## config.mk

```make
export PLATFORM = sky130hd
export DESIGN_NAME = mfu_logic
export DESIGN_NICKNAME = d
export VERILOG_FILES = /design/src/rtl/mfu_logic.sv
export SDC_FILE = /design/constraint.sdc
export NUM_CORES = 1
export LEC_CHECK = 0
export CORE_AREA = 2 2 39 41
export CTS_CLUSTER_DIAMETER = 60
export DETAILED_ROUTE_END_ITERATION = 10
export DIE_AREA = 0 0 41 43
export SYNTH_ARGS = -nofsm -noshare
export SYNTH_HDL_FRONTEND = slang
export SYNTH_SLANG_ARGS = --single-unit
export TNS_END_PERCENT = 20
```

## constraint.sdc

```tcl
create_clock -name clk -period 3.3 [get_ports clk]
set_input_delay 0.99 -clock clk [delete_from_list [all_inputs] [get_ports clk]]
set_output_delay 0.99 -clock clk [all_outputs]
set_load 0.02 [all_outputs]
```

## src/rtl/mfu_logic.sv

```systemverilog
// Registered multi-function bitwise logic unit: seven Boolean ops on a/b selected by sel, one-cycle latency.
// Optional accepted-operation counter enabled by defining MFU_OP_COUNT_EN.
module mfu_logic #(
  parameter int WIDTH = 1
) (
  input  logic             clk,
  input  logic             rst_n,
  input  logic             in_valid,
  input  logic [WIDTH-1:0] a,
  input  logic [WIDTH-1:0] b,
  input  logic [2:0]       sel,
  output logic [WIDTH-1:0] y,
  output logic             out_valid,
  output logic             err
`ifdef MFU_OP_COUNT_EN
  ,
  output logic [15:0]      op_count
`endif
);

  logic [WIDTH-1:0] result_s;
  logic             err_s;
  logic [WIDTH-1:0] y_r;
  logic             out_valid_r;
  logic             err_r;

  // Opcode decode; reserved and unknown opcodes fall into the default branch
  always_comb begin
    result_s = {WIDTH{1'b0}};
    err_s    = 1'b0;
    case (sel)
      3'b000:  result_s = a & b;
      3'b001:  result_s = a | b;
      3'b010:  result_s = ~a;
      3'b011:  result_s = ~(a & b);
      3'b100:  result_s = ~(a | b);
      3'b101:  result_s = a ^ b;
      3'b110:  result_s = ~(a ^ b);
      default: begin
        result_s = {WIDTH{1'b0}};
        err_s    = 1'b1;
      end
    endcase
  end

  // Result register; y holds its value across idle cycles
  always_ff @(posedge clk) begin
    if (!rst_n) begin
      y_r         <= {WIDTH{1'b0}};
      out_valid_r <= 1'b0;
      err_r       <= 1'b0;
    end else if (in_valid) begin
      y_r         <= result_s;
      out_valid_r <= 1'b1;
      err_r       <= err_s;
    end else begin
      out_valid_r <= 1'b0;
      err_r       <= 1'b0;
    end
  end

  assign y         = y_r;
  assign out_valid = out_valid_r;
  assign err       = err_r;

`ifdef MFU_OP_COUNT_EN
  logic [15:0] op_count_r;

  // Saturating count of accepted operations, reserved opcodes included
  always_ff @(posedge clk) begin
    if (!rst_n) begin
      op_count_r <= 16'h0000;
    end else if (in_valid && (op_count_r != 16'hFFFF)) begin
      op_count_r <= op_count_r + 16'h0001;
    end else begin
      op_count_r <= op_count_r;
    end
  end

  assign op_count = op_count_r;
`endif

endmodule

```

Word level (Yosys, flattened, before mapping)
Index checks and enable logic that the tools add are counted.
Storage, ports and cells
  bits in registers: 3
  input port bits: 8
  output and inout bits: 3
  word-level logic and storage cells: 22
Operators by class
  eq/ne operators: 6
  muxes and demuxes: 3
  bitwise gates (word level): 7
  reductions and logical operators: 3
Operators by type and width (count)
  $eq A3 B3 Y1 const B: 3
  $pmux W1 S7: 1
  $reduce_or A7 Y1: 1
  $eq A3 B2 Y1 const B: 2
  $not A1 Y1: 4
  $eq A3 B1 Y1 const B: 1
  $logic_not A3 Y1: 1
  $mux W1: 2
  $reduce_and A2 Y1: 1
  $and A1 B1 Y1: 1
  $or A1 B1 Y1: 1
  $xor A1 B1 Y1: 1

Longest topological paths before layout
Gate-level depths: netlist of the first run.
  depth after elaboration: 3
  depth in mapped cells: 6
  depth with buffers taken out: 6

Worst setup path before layout of the first run
Ideal clock, no wire load.
  path kind: in2reg
  from: in a
  to: reg y_r, in the netlist y
  setup time: 117 ps
  arrival: 1917 ps
  data required time: 3183 ps
  slack: 1266 ps
  stages: 6
  buffers on the path: 0
  path through: inv_1 > ha_1 > inv_1 > mux4_2 > nor2_1 > o21ai_1
Between the ends
  cells in the longest elaborated chain, start to end: 3
  elaborated cells on any way between the ends: 8
  classes of those cells: mux (1); bitwise (7)
Ends and longest elaborated chain
  start: declaration: RTL line 9  | input logic [WIDTH-1:0] a,
  $xor A1 B1 Y1, or another cell as far along: RTL line 37, 38
  $not A1 Y1, on equally long branches: RTL line 38, 35, 36
  $pmux W1 S7 *: RTL line 31  | case (sel)
  end signal: assignment: RTL line 49  | y_r <= {WIDTH{1'b0}};
  end signal: assignment: RTL line 53  | y_r <= result_s;
  end: declaration: RTL line 23  | logic [WIDTH-1:0] y_r;
Every way passes the cells marked *; elsewhere a longest branch is shown, timed or not.
A chain may end at the register's enable or synchronous reset.

Worst setup path after layout of the first run
Same ends and word-level chain as after synthesis.

==> results of run 1 <==
-- sequential cells by signal, summed over array words and instances (netlist names) --
signal and cells:
out_valid 1, y 1, err 1
-- critical path: cells and delay by family --
kind            cells  cell delay (ps)
compound gates      1               70
buf+inv             3              580
simple gates        1               90
fa+ha+maj           1              290
mux                 1              440
-- final timing paths --
| kind | slack, ps | depth (start not counted) | startpoint | endpoint |
|---|---|---|---|---|
| setup reg to reg | 2760 | 2 | y | y |
| setup / recovery | 950 | 7 | a | y |
| hold / removal | 470 | 2 | y | y |
| hold reg to reg | 470 | 2 | y | y |
-- logic make-up after synthesis --
family          count (synthesis)  share of synthesized area [%]
compound gates                  2                           9.33
fa+ha+maj                       2                           13.3
buf+inv                         4                           8.00
flops                           3                           32.0
mux                             2                           18.0
simple gates                    7                           19.3
-- layout by cell type (no fill, tap or decap), drive strengths merged --
cell / Yosys / final
o211ai: 1 / 1
clkbuf: 0 / 4
ha: 2 / 2
inv: 4 / 4
nand3: 2 / 2
clkdlybuf4s50: 0 / 10
nand2: 1 / 1
mux2: 1 / 1
dfxtp: 3 / 3
o21ai: 1 / 1
nor2: 2 / 2
nand3b: 2 / 2
mux4: 1 / 1
-- final cells by class --
cell class                 instances  area [um^2]  share of cell area, %
clock buffer                       4         26.3                   7.87
inverter                           4         15.0                   4.49
multi-input combinational         13          113                   33.7
sequential                         3         60.1                   18.0
tap                               16         20.0                   5.99
timing repair buffer              10          100                   30.0
-- through the flow --
stage | instance area (um^2) | hold WS, ps | setup slack (ps) | power (mW)
floorplan | 188 | 550 | 1270 | 0.0515
global placement | 308 | 477 | 723 | 0.0664
detailed placement | 308 | 472 | 706 | 0.0667
CTS | 334 | 479 | 953 | 0.133
global route | 334 | 506 | 880 | 0.138
finish | 334 | 475 | 955 | 0.129
-- per-layer routing --
| metal | global-route usage, % | up-vias | wire length, um |
|---|---|---|---|
| met2 | 5.94 | 10 | 160 |
| met3 | 1.57 | 0 | 42 |
| met5 | 0 | - | 0 |
| met4 | 10.0 | 0 | 0 |
| li1 | - | 97 | - |
| met1 | 5.48 | 75 | 151 |
-- power groups by stage --
stage | sequential (mW) | clock, mW | combinational (mW)
after CTS | 0.0388 | 0.0671 | 0.0275
after detailed placement | 0.0394 | 0 | 0.0273
final | 0.0388 | 0.0631 | 0.0271
after global routing | 0.0389 | 0.0695 | 0.0300
after floorplan | 0.0417 | 0 | 0.00981
after global placement | 0.0394 | 0 | 0.0270
==> run metrics, run 1 <==
run status=finished clean; maximum root-to-sink buffer count=2; Placed Instances=46; Die Footprint=1760 um^2; TritonCTS clock tree=yes; Max rail drop VDD=0.0995 mV; Tcrit/Tclk final=71.1%; crit-path most repeated cell=sky130_fd_sc_hd__inv_1; via count=182; slowest stage cell on the critical path=sky130_fd_sc_hd__clkdlybuf4s50_1; Net count, final=45; type of the worst setup path=primary input to flip-flop; Total Neg Setup Slack=0 ps; class of the tightest hold or removal check=flip-flop to flip-flop; number of cell rows=14; leading cell type by number of instances after synthesis=sky130_fd_sc_hd__inv_1; Final Max Slew Viols=0; MaxCap Viol Count=0; post-synthesis register bit count=3; Util after Layout=24.1%; Avg Cell Area, Syn=9.38 um^2; arrival time at the worst endpoint=2460 ps; list of most frequent post-synthesis cells=sky130_fd_sc_hd__inv_1, sky130_fd_sc_hd__dfxtp_1; net switching component of the power=29.1 uW; sequential element share of the synthesized area=32.0%; # hold bufs at CTS=0; leading register cell type out of synthesis=sky130_fd_sc_hd__dfxtp_1; combinational share of power=21.0%; Data required, critical path=3420 ps; Yosys top cell area share=32.0%; area delta synth->final=78.0%; EDFF count, synth=0; post_cts resized=0; clk_lat worst skew=230 ps; detailed-route wire length per cell=7.10 um; wire length of the first global-routing pass=545 um; initial antenna violation count=0; kind of launch point of the worst setup path=primary input; count of antenna-violating nets left after detailed routing=0; Syn Nets=30; number of failing hold endpoints at the final stage=0; number of buffers added by the clock tree synthesis step=3; post-CTS setup buffer count=0; upper clock frequency limit=426 MHz; IO Count=11; core region area=1380 um^2; number of warnings reported in the yosys synthesis log=0; violation count after the first detailed-route iteration=0; Tightest Pin Transition=209 ps; pin count of the biggest net entering global routing=5; GPL Wtd Cong=0.626; count of non-filler cells in the finished layout=50; number of global-route vias before repair=163; router iterations before antenna repair=1; maximum fanout encountered on the critical timing path=2; via-per-instance ratio=3.64; cell-internal power=99.9 uW; total DRC errors in the routed layout=0; DRT Wirelength=355 um; setup repair after global routing missed its margin=no; post-synthesis instance total=20; Slowest Stage Delay on Critical Path=480 ps; number of inserted diodes=0; Synth area leader=sky130_fd_sc_hd__dfxtp_1; power per standard cell area=386 nW/um^2; initial core utilization=13.6%; switching part of the total=22.5%; cell types occupying the most area after synthesis=sky130_fd_sc_hd__dfxtp_1, sky130_fd_sc_hd__ha_1, sky130_fd_sc_hd__mux4_2; Async S/R FF share, synth=0%; Die Y=43 um; proportion of layout cells with a drive suffix above 1=14.7%; portion of total power attributed to sequential cells=30.1%; critical path endpoint category=flip-flop; count of different cell masters after synthesis=11; clock group share of total power=48.9%; final critical delay including setup and external delays=2350 ps; H-tree levels=1; total overflow reported by the global router=0; clock-pin slew on the worst setup and hold paths=40 ps; die span in x=41 um; total global-route track usage=5.43%; Final setup viols=0; final-layout fill cell count=154; HPWL after detailed placement=293 um; count of buffers from port buffering=10; crit path cell chain=clkdlybuf4s50_1 -> inv_1 -> ha_1 -> inv_1 -> mux4_2 -> nor2_1 -> o21ai_1; number of sinks handled by clock tree synthesis=3; cell leakage power=0.145 nW; final worst clock skew=0 ps; area of the mapped netlist=188 um^2; Slew headroom=86.0%; CTS Root Buffer Type=sky130_fd_sc_hd__clkbuf_4
(Power assumes the default switching activity.)
==> run 2, diff against run 1 <==
==> constraint.sdc (replaced) <==
create_clock -name clk -period 2.1 [get_ports clk]
set_input_delay 0.63 -clock clk [delete_from_list [all_inputs] [get_ports clk]]
set_output_delay 0.63 -clock clk [all_outputs]
set_load 0.02 [all_outputs]
==> run 2 against run 1 <==
  * Cell count up 4.0%
  * Sequential share of layout area is 0.77 points lower
  * First-iteration DRC count stayed put
  * Sequential power is 57% higher
  * Routed wire length shrank 2.0%
  * Non-clock buffer count up 2
  * Combinational power increased by 67%
  * Total power increased by 61%
  * Flip-flop and latch count stayed put
  * Register-to-register slack lost 1200 ps
  * Highest routed layer is now met4
==> run metrics, run 2 (same netlist as run 1, synthesis figures left out) <==
Final setup viols=0 (unchanged); switching part of the total=23.3% (+0.78 points); initial core utilization=13.6% (unchanged); count of non-filler cells in the finished layout=52 (+4.0%); portion of total power attributed to sequential cells=29.4% (-0.7 points); count of antenna-violating nets left after detailed routing=0 (unchanged); number of failing hold endpoints at the final stage=0 (unchanged); core region area=1380 um^2 (unchanged); total global-route track usage=5.33% (-0.10 points); maximum fanout encountered on the critical timing path=2 (unchanged); wire length of the first global-routing pass=565 um (+3.7%); Tcrit/Tclk final=94.2%; GPL Wtd Cong=0.648 (+3.5%); post_cts resized=0 (unchanged); total power after layout=208 uW (+61%); via-per-instance ratio=3.75 (+3.0%); setup repair after global routing missed its margin=no; combinational share of power=21.8% (+0.8 points); Register-to-Register Path Depth=2 (unchanged); class of the tightest hold or removal check=flip-flop to flip-flop; commonest non-fill, non-tap cell in the layout=sky130_fd_sc_hd__clkdlybuf4s50_1; type of the worst setup path=primary input to flip-flop; Data required, critical path=2220 ps (-1200 ps); maximum root-to-sink buffer count=2 (unchanged); commonest cells after routing, fill and taps aside=sky130_fd_sc_hd__clkdlybuf4s50_1, sky130_fd_sc_hd__inv_1, sky130_fd_sc_hd__clkbuf_4, sky130_fd_sc_hd__dfxtp_1; clock-pin slew on the worst setup and hold paths=40 ps (about the same); final-layout fill cell count=154 (unchanged); run status=finished clean; number of sinks handled by clock tree synthesis=3 (unchanged); violation count after the first detailed-route iteration=0 (unchanged); final worst clock skew=0 ps (unchanged); CTS Root Buffer Type=sky130_fd_sc_hd__clkbuf_4; top cell family by delay on the critical path=buffers and inverters; hold depth=2 (unchanged); cell-internal power=159 uW (+60%); critical path endpoint category=flip-flop; number of cell rows=14 (unchanged); Net count, final=47 (+4.4%); HPWL after detailed placement=290 um (-0.96%); Slew headroom=86.0% (unchanged); cell area reported after detailed placement=323 um^2 (+4.9%); clock group share of total power=48.9% (about the same); crit-path most repeated cell=sky130_fd_sc_hd__inv_1; Die Y=43 um (unchanged); Die Footprint=1760 um^2 (unchanged); Slowest Stage Delay on Critical Path=470 ps (about the same); MaxCap Viol Count=0 (unchanged); pin count of the biggest net entering global routing=5 (unchanged); final critical delay including setup and external delays=1980 ps; slowest stage cell on the critical path=sky130_fd_sc_hd__clkdlybuf4s50_1; Non-Filler Cell Area, Final=349 um^2 (+4.5%); via count=195 (+7.1%); count of buffers from port buffering=10 (unchanged); # hold bufs at CTS=0 (unchanged); number of buffers added by the clock tree synthesis step=3 (unchanged); clk_lat worst skew=230 ps (about the same); Final Max Slew Viols=0 (unchanged); power per standard cell area=596 nW/um^2 (+54%); kind of launch point of the worst setup path=primary input; upper clock frequency limit=506 MHz; number of global-route vias before repair=194 (+19%); total DRC errors in the routed layout=0 (unchanged); detailed-route wire length per cell=6.69 um (-5.7%); IO Count=11 (unchanged); H-tree levels=1 (unchanged); number of inserted diodes=0 (unchanged); Max rail drop VDD=0.0934 mV (-6.1%); register cell area after layout=60.1 um^2 (unchanged); Tightest Pin Transition=209 ps (unchanged); proportion of layout cells with a drive suffix above 1=19.4% (+4.7 points); DRT Wirelength=348 um (-2.0%); arrival time at the worst endpoint=2100 ps (-360 ps); number of buffers and inverters on the critical path=3 (unchanged); combined area of the multi-input logic cells=113 um^2 (unchanged); TritonCTS clock tree=yes; net switching component of the power=48.5 uW (+67%); total overflow reported by the global router=0 (unchanged); cell leakage power=0.154 nW (+6.6%); crit path cell chain=clkdlybuf4s50_1 -> inv_1 -> ha_1 -> inv_1 -> mux4_2 -> nor2_1 -> o21ai_1; Placed Instances=48 (+4.3%); post-CTS setup buffer count=0 (unchanged); die span in x=41 um (unchanged); router iterations before antenna repair=1 (unchanged); area delta synth->final=86.0%; worst hold slack=479 ps (+4.13 ps); initial antenna violation count=0 (unchanged); number of cells on the critical path=7 (unchanged)
[run 2: layer usage]
| metal | global-route usage, % | part of all wire, % |
|---|---|---|
| met2 | 7.81 | 39 |
| met4 | 10.0 | 6.0 |
| met5 | 0 | 0 |
| met3 | 0 | 11 |
| met1 | 4.19 | 44 |
[run 2: worst reg2reg max path: cells and delay by family, from the launching register on]
kind,cells,cell delay [ps]
flip-flops,1,300
AND/OR/NAND/NOR,1,80
AO/OA/AOI/OAI,1,60
[run 2: path summary, 6_finish.rpt]
check / startpoint / slack, ps / endpoint
max: a / 120 / y
min: y / 480 / y
max reg2reg: y / 1550 / y
min reg2reg: y / 480 / y
[run 2: layout make-up]
type | count | share of cell area (%)
clock buffer | 4 | 7.53
inverter | 4 | 4.30
multi-input combinational | 13 | 32.3
sequential | 3 | 17.2
tap | 16 | 5.73
timing repair buffer | 12 | 33.0
[run 2: stage by stage]
step | TNS, ps | worst slack [ps] | utilization (%)
3_5_place_dp | -139 | -139 | 23.3
4_1_cts | 0 | 113 | 25.2
2_1_floorplan | 0 | 426 | -
3_3_place_gp | -113 | -113 | 23.3
5_1_grt | 0 | 27.7 | 25.2
6_report | 0 | 122 | 25.2
[run 2: power groups by stage]
stage,sequential [mW],combinational (mW),clock [mW]
after floorplan,0.0656,0.0154,0
after global placement,0.0619,0.0452,0
after CTS,0.0611,0.0458,0.108
final,0.0611,0.0452,0.102
after global routing,0.0612,0.0497,0.110
after detailed placement,0.0620,0.0457,0
